==> config.mk <==
export PLATFORM = sky130hd
export DESIGN_NAME = prefetch_buf
export DESIGN_NICKNAME = d
export VERILOG_FILES = /design/src/rtl/prefetch_buf.sv
export SDC_FILE = /design/constraint.sdc
export NUM_CORES = 1
export LEC_CHECK = 0
export ABC_AREA = 1
export CORE_MARGIN = 2
export CORE_UTILIZATION = 55
export CTS_BUF_LIST = sky130_fd_sc_hd__clkbuf_8 sky130_fd_sc_hd__clkbuf_16
export DETAILED_ROUTE_END_ITERATION = 8
export DONT_BUFFER_PORTS = 1
export HOLD_SLACK_MARGIN = 0.15
export PLACE_DENSITY = 0.75
export SYNTH_ARGS = -nofsm -noshare
export SYNTH_HDL_FRONTEND = slang
export SYNTH_SLANG_ARGS = --single-unit
==> constraint.sdc <==
create_clock -name clk -period 6.5 [get_ports clk]
set_input_delay 1.3 -clock clk [delete_from_list [all_inputs] [get_ports clk]]
set_output_delay 1.3 -clock clk [all_outputs]
set_load 0.05 [all_outputs]
==> src/rtl/prefetch_buf.sv <==
// prefetch_buf
//   Instruction prefetch buffer with local branch resolution. Keeps a FIFO of
//   prefetched {instruction, address} entries in front of the core and resolves
//   JMP (12), JIZ (13), CAL (14) and RET (15) at consume time. CAL and RET use
//   an internal return-address stack. A taken redirect flushes the FIFO, drops
//   the read data arriving in that cycle and issues the target read in the same
//   cycle, so a redirect costs one bubble.
//
//   Optional feature macro: PREFETCH_ITR_EN
//     defined   : interrupt request is latched into a pending flag and taken on
//                 the next sequential consume (redirect to ITRADD, push return
//                 address, 1-cycle itr_ack)
//     undefined : itr ignored, itr_ack tied low
//
// Ports
//   clk, rst      clock, asynchronous active-high reset
//   imem_addr/rd  instruction memory read request (data returns next cycle)
//   imem_data     instruction memory read data
//   opcode, operand, instr_addr, instr_vld   head of the prefetch FIFO
//   instr_rdy     core consumes the head when instr_vld & instr_rdy
//   acc_is_zero   JIZ condition, sampled at consume
//   itr, itr_ack  interrupt request / redirect acknowledge
//   stk_ovf/udf   sticky return-stack overflow / underflow flags
module prefetch_buf #(
  parameter int                MINSTW = 8,
  parameter int                NBOPCO = 7,
  parameter int                NBOPER = 9,
  parameter logic [MINSTW-1:0] ITRADD = '0,
  parameter int                FDEPTH = 4,
  parameter int                SDEPTH = 8
) (
  input  logic                     clk,
  input  logic                     rst,
  output logic [MINSTW-1:0]        imem_addr,
  output logic                     imem_rd,
  input  logic [NBOPCO+NBOPER-1:0] imem_data,
  output logic [NBOPCO-1:0]        opcode,
  output logic [NBOPER-1:0]        operand,
  output logic [MINSTW-1:0]        instr_addr,
  output logic                     instr_vld,
  input  logic                     instr_rdy,
  input  logic                     acc_is_zero,
  input  logic                     itr,
  output logic                     itr_ack,
  output logic                     stk_ovf,
  output logic                     stk_udf
);

  localparam int IW  = NBOPCO + NBOPER;
  localparam int PW  = $clog2(FDEPTH);
  localparam int CW  = PW + 1;
  localparam int SIW = (SDEPTH > 1) ? $clog2(SDEPTH) : 1;
  localparam int SW  = $clog2(SDEPTH + 1);

  localparam logic [NBOPCO-1:0] OP_JMP = NBOPCO'(12);
  localparam logic [NBOPCO-1:0] OP_JIZ = NBOPCO'(13);
  localparam logic [NBOPCO-1:0] OP_CAL = NBOPCO'(14);
  localparam logic [NBOPCO-1:0] OP_RET = NBOPCO'(15);

  logic [MINSTW-1:0] r_fpc;
  logic [IW-1:0]     r_fifo_instr [FDEPTH];
  logic [MINSTW-1:0] r_fifo_addr  [FDEPTH];
  logic [PW-1:0]     r_wptr;
  logic [PW-1:0]     r_rptr;
  logic [CW-1:0]     r_cnt;
  logic              r_infl;
  logic [MINSTW-1:0] r_infl_addr;
  logic [MINSTW-1:0] r_stk [SDEPTH];
  logic [SW-1:0]     r_sp;
  logic              r_ovf;
  logic              r_udf;

  logic [IW-1:0]     w_head_instr;
  logic [MINSTW-1:0] w_head_addr;
  logic [NBOPCO-1:0] w_op;
  logic              w_consume;
  logic              w_ret;
  logic              w_ctl_taken;
  logic              w_itr_take;
  logic              w_redirect;
  logic              w_push;
  logic              w_pop;
  logic              w_stk_empty;
  logic              w_stk_full;
  logic [MINSTW-1:0] w_pop_val;
  logic [MINSTW-1:0] w_ret_addr;
  logic [MINSTW-1:0] w_target;
  logic              w_space;

  assign w_head_instr = r_fifo_instr[r_rptr];
  assign w_head_addr  = r_fifo_addr[r_rptr];
  assign w_op         = w_head_instr[IW-1:NBOPER];

  assign instr_vld  = (r_cnt != '0);
  assign opcode     = w_op;
  assign operand    = w_head_instr[NBOPER-1:0];
  assign instr_addr = w_head_addr;

  assign w_consume   = instr_vld & instr_rdy;
  assign w_ret       = (w_op == OP_RET);
  assign w_ctl_taken = w_consume & ((w_op == OP_JMP) | ((w_op == OP_JIZ) & ~acc_is_zero) |
                                    (w_op == OP_CAL) | w_ret);

`ifdef PREFETCH_ITR_EN
  logic r_pend;

  // Interrupt only rides on a sequential consume; a taken control
  // instruction leaves it pending for the next consume.
  assign w_itr_take = r_pend & w_consume & ~w_ctl_taken;

  always_ff @(posedge clk or posedge rst) begin
    if (rst) begin
      r_pend <= 1'b0;
    end else if (w_itr_take) begin
      r_pend <= itr;
    end else begin
      r_pend <= r_pend | itr;
    end
  end
`else
  logic w_unused_itr;
  assign w_unused_itr = itr;
  assign w_itr_take   = 1'b0;
`endif

  assign itr_ack    = w_itr_take;
  assign w_redirect = w_ctl_taken | w_itr_take;
  assign w_push     = (w_consume & (w_op == OP_CAL)) | w_itr_take;
  assign w_pop      = w_consume & w_ret;

  assign w_stk_empty = (r_sp == '0);
  assign w_stk_full  = (r_sp == SW'(SDEPTH));
  assign w_pop_val   = w_stk_empty ? '0 : r_stk[SIW'(r_sp - SW'(1))];
  assign w_ret_addr  = w_head_addr + MINSTW'(1);

  always_comb begin
    w_target = w_head_instr[MINSTW-1:0];
    if (w_itr_take) begin
      w_target = ITRADD;
    end else if (w_ret) begin
      w_target = w_pop_val;
    end
  end

  // Space check counts the read whose data is still on its way.
  assign w_space = ({1'b0, r_cnt} + {{CW{1'b0}}, r_infl}) < (CW+1)'(FDEPTH);

  // Reads are held off while reset is asserted; the first read goes out in
  // the cycle reset is released.
  assign imem_rd   = ~rst & (w_redirect | w_space);
  assign imem_addr = w_redirect ? w_target : r_fpc;

  always_ff @(posedge clk or posedge rst) begin
    if (rst) begin
      r_fpc       <= '0;
      r_infl      <= 1'b0;
      r_infl_addr <= '0;
      r_wptr      <= '0;
      r_rptr      <= '0;
      r_cnt       <= '0;
      for (int i = 0; i < FDEPTH; i++) begin
        r_fifo_instr[i] <= '0;
        r_fifo_addr[i]  <= '0;
      end
    end else begin
      r_infl      <= imem_rd;
      r_infl_addr <= imem_addr;
      if (imem_rd) begin
        r_fpc <= imem_addr + MINSTW'(1);
      end
      if (w_redirect) begin
        // Flush wins over the write of the data arriving this cycle.
        r_wptr <= '0;
        r_rptr <= '0;
        r_cnt  <= '0;
      end else begin
        if (r_infl) begin
          r_fifo_instr[r_wptr] <= imem_data;
          r_fifo_addr[r_wptr]  <= r_infl_addr;
          r_wptr               <= r_wptr + PW'(1);
        end
        if (w_consume) begin
          r_rptr <= r_rptr + PW'(1);
        end
        if (r_infl && !w_consume) begin
          r_cnt <= r_cnt + CW'(1);
        end else if (!r_infl && w_consume) begin
          r_cnt <= r_cnt - CW'(1);
        end
      end
    end
  end

  always_ff @(posedge clk or posedge rst) begin
    if (rst) begin
      r_sp  <= '0;
      r_ovf <= 1'b0;
      r_udf <= 1'b0;
      for (int i = 0; i < SDEPTH; i++) begin
        r_stk[i] <= '0;
      end
    end else if (w_push) begin
      if (w_stk_full) begin
        r_ovf <= 1'b1;
      end else begin
        r_stk[SIW'(r_sp)] <= w_ret_addr;
        r_sp              <= r_sp + SW'(1);
      end
    end else if (w_pop) begin
      if (w_stk_empty) begin
        r_udf <= 1'b1;
      end else begin
        r_sp <= r_sp - SW'(1);
      end
    end
  end

  assign stk_ovf = r_ovf;
  assign stk_udf = r_udf;

endmodule

==> metrics.cfg <==
[timing]
finalSetupViolations = 0
time_the_final_worst_path_needs_with_i_o_delays_and_setup_ns = 5.16
slew_headroom_pct = 28.6
fin_setup_tns_ns = 0
final_period_utilization_pct = 79.5
slew_viol_final = 0
final_hold_viol_count = 0
fmax_mhz = 194
max_slew.worst_pin.slew_ns = 1.07
fin_skew_ns = 0.0125
rsz0062_at_grt = false

[die]
initial_utilization_pct = 56.0
die_h_um = 133
floorplan.io_pins = 58
die_area_um2 = 17800
die_width_um = 133
rows = 47
std_cell_core_area_um2 = 16500

[setup_path]
cp_cell_sequence = inv_2 -> nand2_1 -> nand2_1 -> nand2_1 -> nor2_4 -> nand2_4 -> o21ai_0 -> nand2_1 -> nand2_1
arrival_ns = 3.86
timing.critical_path.slowest_cell_delay_ns = 0.69
critical_path.startpoint_type = flip-flop
endpoint_kind = primary output
critical_path.slowest_cell = sky130_fd_sc_hd__dfrtp_1
critPathMaxFanout = 36
cp_common_cell = sky130_fd_sc_hd__nand2_1
required_time_of_the_worst_setup_path_ns = 5.20
timing.setup.critical_path_class = flip-flop to primary output

[power]
clockPowerShare_pct = 21.5
switchingPower_mw = 2.54
worst_vdd_ir_mv = 0.337
p_sw_share_pct = 46.9
cell_internal_pwr_mw = 2.87
totalPowerFinal_mw = 5.41
share_comb_of_total_power_pct = 46.3
seqPwrFrac_pct = 32.1
powerDensity_nw_per_um2 = 540
power.static_leakage_nw = 4.81

[place]
port-buffer-count = 0
post_dp_hpwl_um = 13700
place.gp.congestion = 0.832

[global_route]
groute.layer.met2.usage_pct = 42.4
maximum_number_of_pins_on_one_net_before_global_route_repair = 88
grt.overflow.total = 0
grt_util_met3_pct = 5.02
antenna_found_initial = 0
groute.layer.met1.usage_pct = 33.4
globalRoute.busiestLayer = met2
grt_pass1_vias = 7057
wire_length_of_the_first_global_routing_pass_um = 36000
grt_util_all_layers_pct = 25.8

[route]
detail-route-antenna-nets = 0
avgViaCountPerCell = 5.56
dr.pass1.iters = 5
detailroute.via_count = 7496
post-route-drc-count = 0
wl_per_cell_um = 16.3
initialDrtViolationCount = 641
wire_length_after_detailed_routing_um = 22000

[clock_network]
cts-buffers-inserted = 17
cts_htree_levels = 4
cts_resized = 0
max-clock-path-buffers = 2
clkSinkCount = 190
worst_setup_hold_path_clk_slew_ns = 0.07
cts_post_setup_buffers_inserted = 0
cts.root.buffer_cell = sky130_fd_sc_hd__clkbuf_16
clk_latency_ns = 0.44
cts_tree = built
cts_hold_repair.buffers = 0

[logic_synthesis]
synth.lib_cells_used.distinct = 45
synth.yosys.seq_area_share_pct = 51.6
synth.ff_latch_count = 190
synthesis.area_per_instance_um2 = 8.15
syn_nets = 1162
yosysWarnings = 0
synth.cell_area_um2 = 9220
postSynth.topFlopCell = sky130_fd_sc_hd__dfrtp_1
synth_top_area_share_pct = 51.6
leading_cell_types_by_total_area_after_synthesis = sky130_fd_sc_hd__dfrtp_1, sky130_fd_sc_hd__nand2_1, sky130_fd_sc_hd__o21ai_0
synth_edf_count = 0
synthCells = 1132
synth-async-reset-ratio_pct = 100
post_synth_top_area_cell = sky130_fd_sc_hd__dfrtp_1

[run]
max_cap_violations = 0

[min_path]
worstHoldPathType = flip-flop to flip-flop

[final_layout]
most-common-layout-cells = sky130_fd_sc_hd__nand2_1, sky130_fd_sc_hd__dfrtp_1, sky130_fd_sc_hd__o21ai_0
mostFrequentLayoutCell = sky130_fd_sc_hd__nand2_1
syn2layout_area_growth_pct = 8.64
fin_nets = 1146
post_route_cells_drive_above_1_share_pct = 8.42
antenna-diode-count = 0
fillCellCount = 1438

[status]
run_status = finished, final reports clean

## registers in the layout, indices dropped and copies added (netlist names), 2 cells and up
register      count
r_stk            64
r_cnt             3
r_wptr            2
r_fpc             8
r_infl_addr       8
r_fifo_addr      32
r_fifo_instr     64
r_rptr            2
r_sp              4
## cells by family (layout without fill, tap and decap cells)
logic type,count (synthesis),in the layout,share of synthesized area [%]
AOI/OAI and AO/OA,251,251,14.8
xor gates and xnor gates,14,14,1.49
adders and majority gates,9,9,1.30
buffers and inverters,153,149,7.27
DFF,190,190,51.6
other,1,1,0.0407
and+or+nand+nor,514,514,23.6
## power groups by stage
stage	logic (mW)	clock network (mW)	registers [mW]
after floorplan	2.03	0	1.69
after global placement	2.46	0	1.74
after detailed placement	2.49	0	1.75
after CTS	2.51	1.18	1.73
after global routing	2.76	1.22	1.78
final	2.51	1.17	1.74
## worst max-delay path, delay by kind of cell, from the launching register on
family	cells	cell delay, ns
AO/OA/AOI/OAI	1	0.35
buffers and inverters	1	0.68
flip-flops	1	0.69
AND/OR/NAND/NOR	7	1.69
## final timing paths
kind | startpoint | to | slack (ns) | cells after the start
worst max-delay path | r_rptr[1] | imem_addr[7] | 1.34 | 9
worst min register to register | r_fpc[1] | r_fpc[1] | 0.48 | 2
worst max register to register | r_rptr[1] | r_fpc[4] | 2.30 | 14
max in group asynchronous | rst | r_fifo_instr[38] | 4.44 | 2
worst min-delay path | r_fpc[1] | r_fpc[1] | 0.48 | 2
min in group asynchronous | rst | r_cnt[0] | 0.69 | 1
## layout make-up
cell class / instances / area, um^2 / share of cell area (%)
sequential: 190 / 4750 / 47.5
clock buffer: 18 / 439 / 4.38
timing repair buffer: 22 / 165 / 1.65
multi-input combinational: 789 / 3800 / 37.9
inverter: 96 / 365 / 3.65
clock inverter: 13 / 223 / 2.22
tap: 220 / 275 / 2.75
## cells in the mapped netlist, types with 2 or more instances
| cell type | n |
|---|---|
| sky130_fd_sc_hd__a211oi_1 | 2 |
| sky130_fd_sc_hd__a21oi_1 | 13 |
| sky130_fd_sc_hd__a32oi_1 | 6 |
| sky130_fd_sc_hd__buf_2 | 29 |
| sky130_fd_sc_hd__buf_4 | 4 |
| sky130_fd_sc_hd__buf_6 | 6 |
| sky130_fd_sc_hd__clkbuf_1 | 17 |
| sky130_fd_sc_hd__dfrtp_1 | 190 |
| sky130_fd_sc_hd__ha_1 | 8 |
| sky130_fd_sc_hd__inv_1 | 91 |
| sky130_fd_sc_hd__inv_2 | 4 |
| sky130_fd_sc_hd__nand2_1 | 341 |
| sky130_fd_sc_hd__nand2_2 | 16 |
| sky130_fd_sc_hd__nand2_4 | 2 |
| sky130_fd_sc_hd__nand3_1 | 69 |
| sky130_fd_sc_hd__nand3_2 | 2 |
| sky130_fd_sc_hd__nand4_1 | 2 |
| sky130_fd_sc_hd__nor2_1 | 65 |
| sky130_fd_sc_hd__nor2_2 | 7 |
| sky130_fd_sc_hd__nor2_4 | 2 |
| sky130_fd_sc_hd__nor2_8 | 2 |
| sky130_fd_sc_hd__nor3_1 | 2 |
| sky130_fd_sc_hd__o211ai_1 | 5 |
| sky130_fd_sc_hd__o21ai_0 | 156 |
| sky130_fd_sc_hd__o21ai_1 | 54 |
| sky130_fd_sc_hd__o21bai_1 | 2 |
| sky130_fd_sc_hd__o22ai_1 | 5 |
| sky130_fd_sc_hd__or2_2 | 2 |
| sky130_fd_sc_hd__xnor2_1 | 4 |
| sky130_fd_sc_hd__xor2_1 | 8 |
| sky130_fd_sc_hd__xor2_2 | 2 |
## per-layer routing
| layer | wire length (um) | share of wire (%) |
|---|---|---|
| met4 | 661 | 3.0 |
| met3 | 1280 | 5.8 |
| met2 | 10600 | 48 |
| met1 | 9540 | 43 |
| met5 | 0 | 0 |
## metrics by stage
step                      util (%)  setup slack, ns  area [um^2]  instances  hold slack [ns]
after global placement        56.8             1.91         9360       1317            0.461
after CTS                     60.8             1.34        10000       1348            0.480
final                         60.8             1.34        10000       1348            0.478
after detailed placement      56.8             1.83         9360       1317            0.464
after global routing          60.8             1.15        10000       1348            0.503
after floorplan                  -           0.0295         9220       1132            0.442
Note: power is estimated with default switching activity, not from simulation.
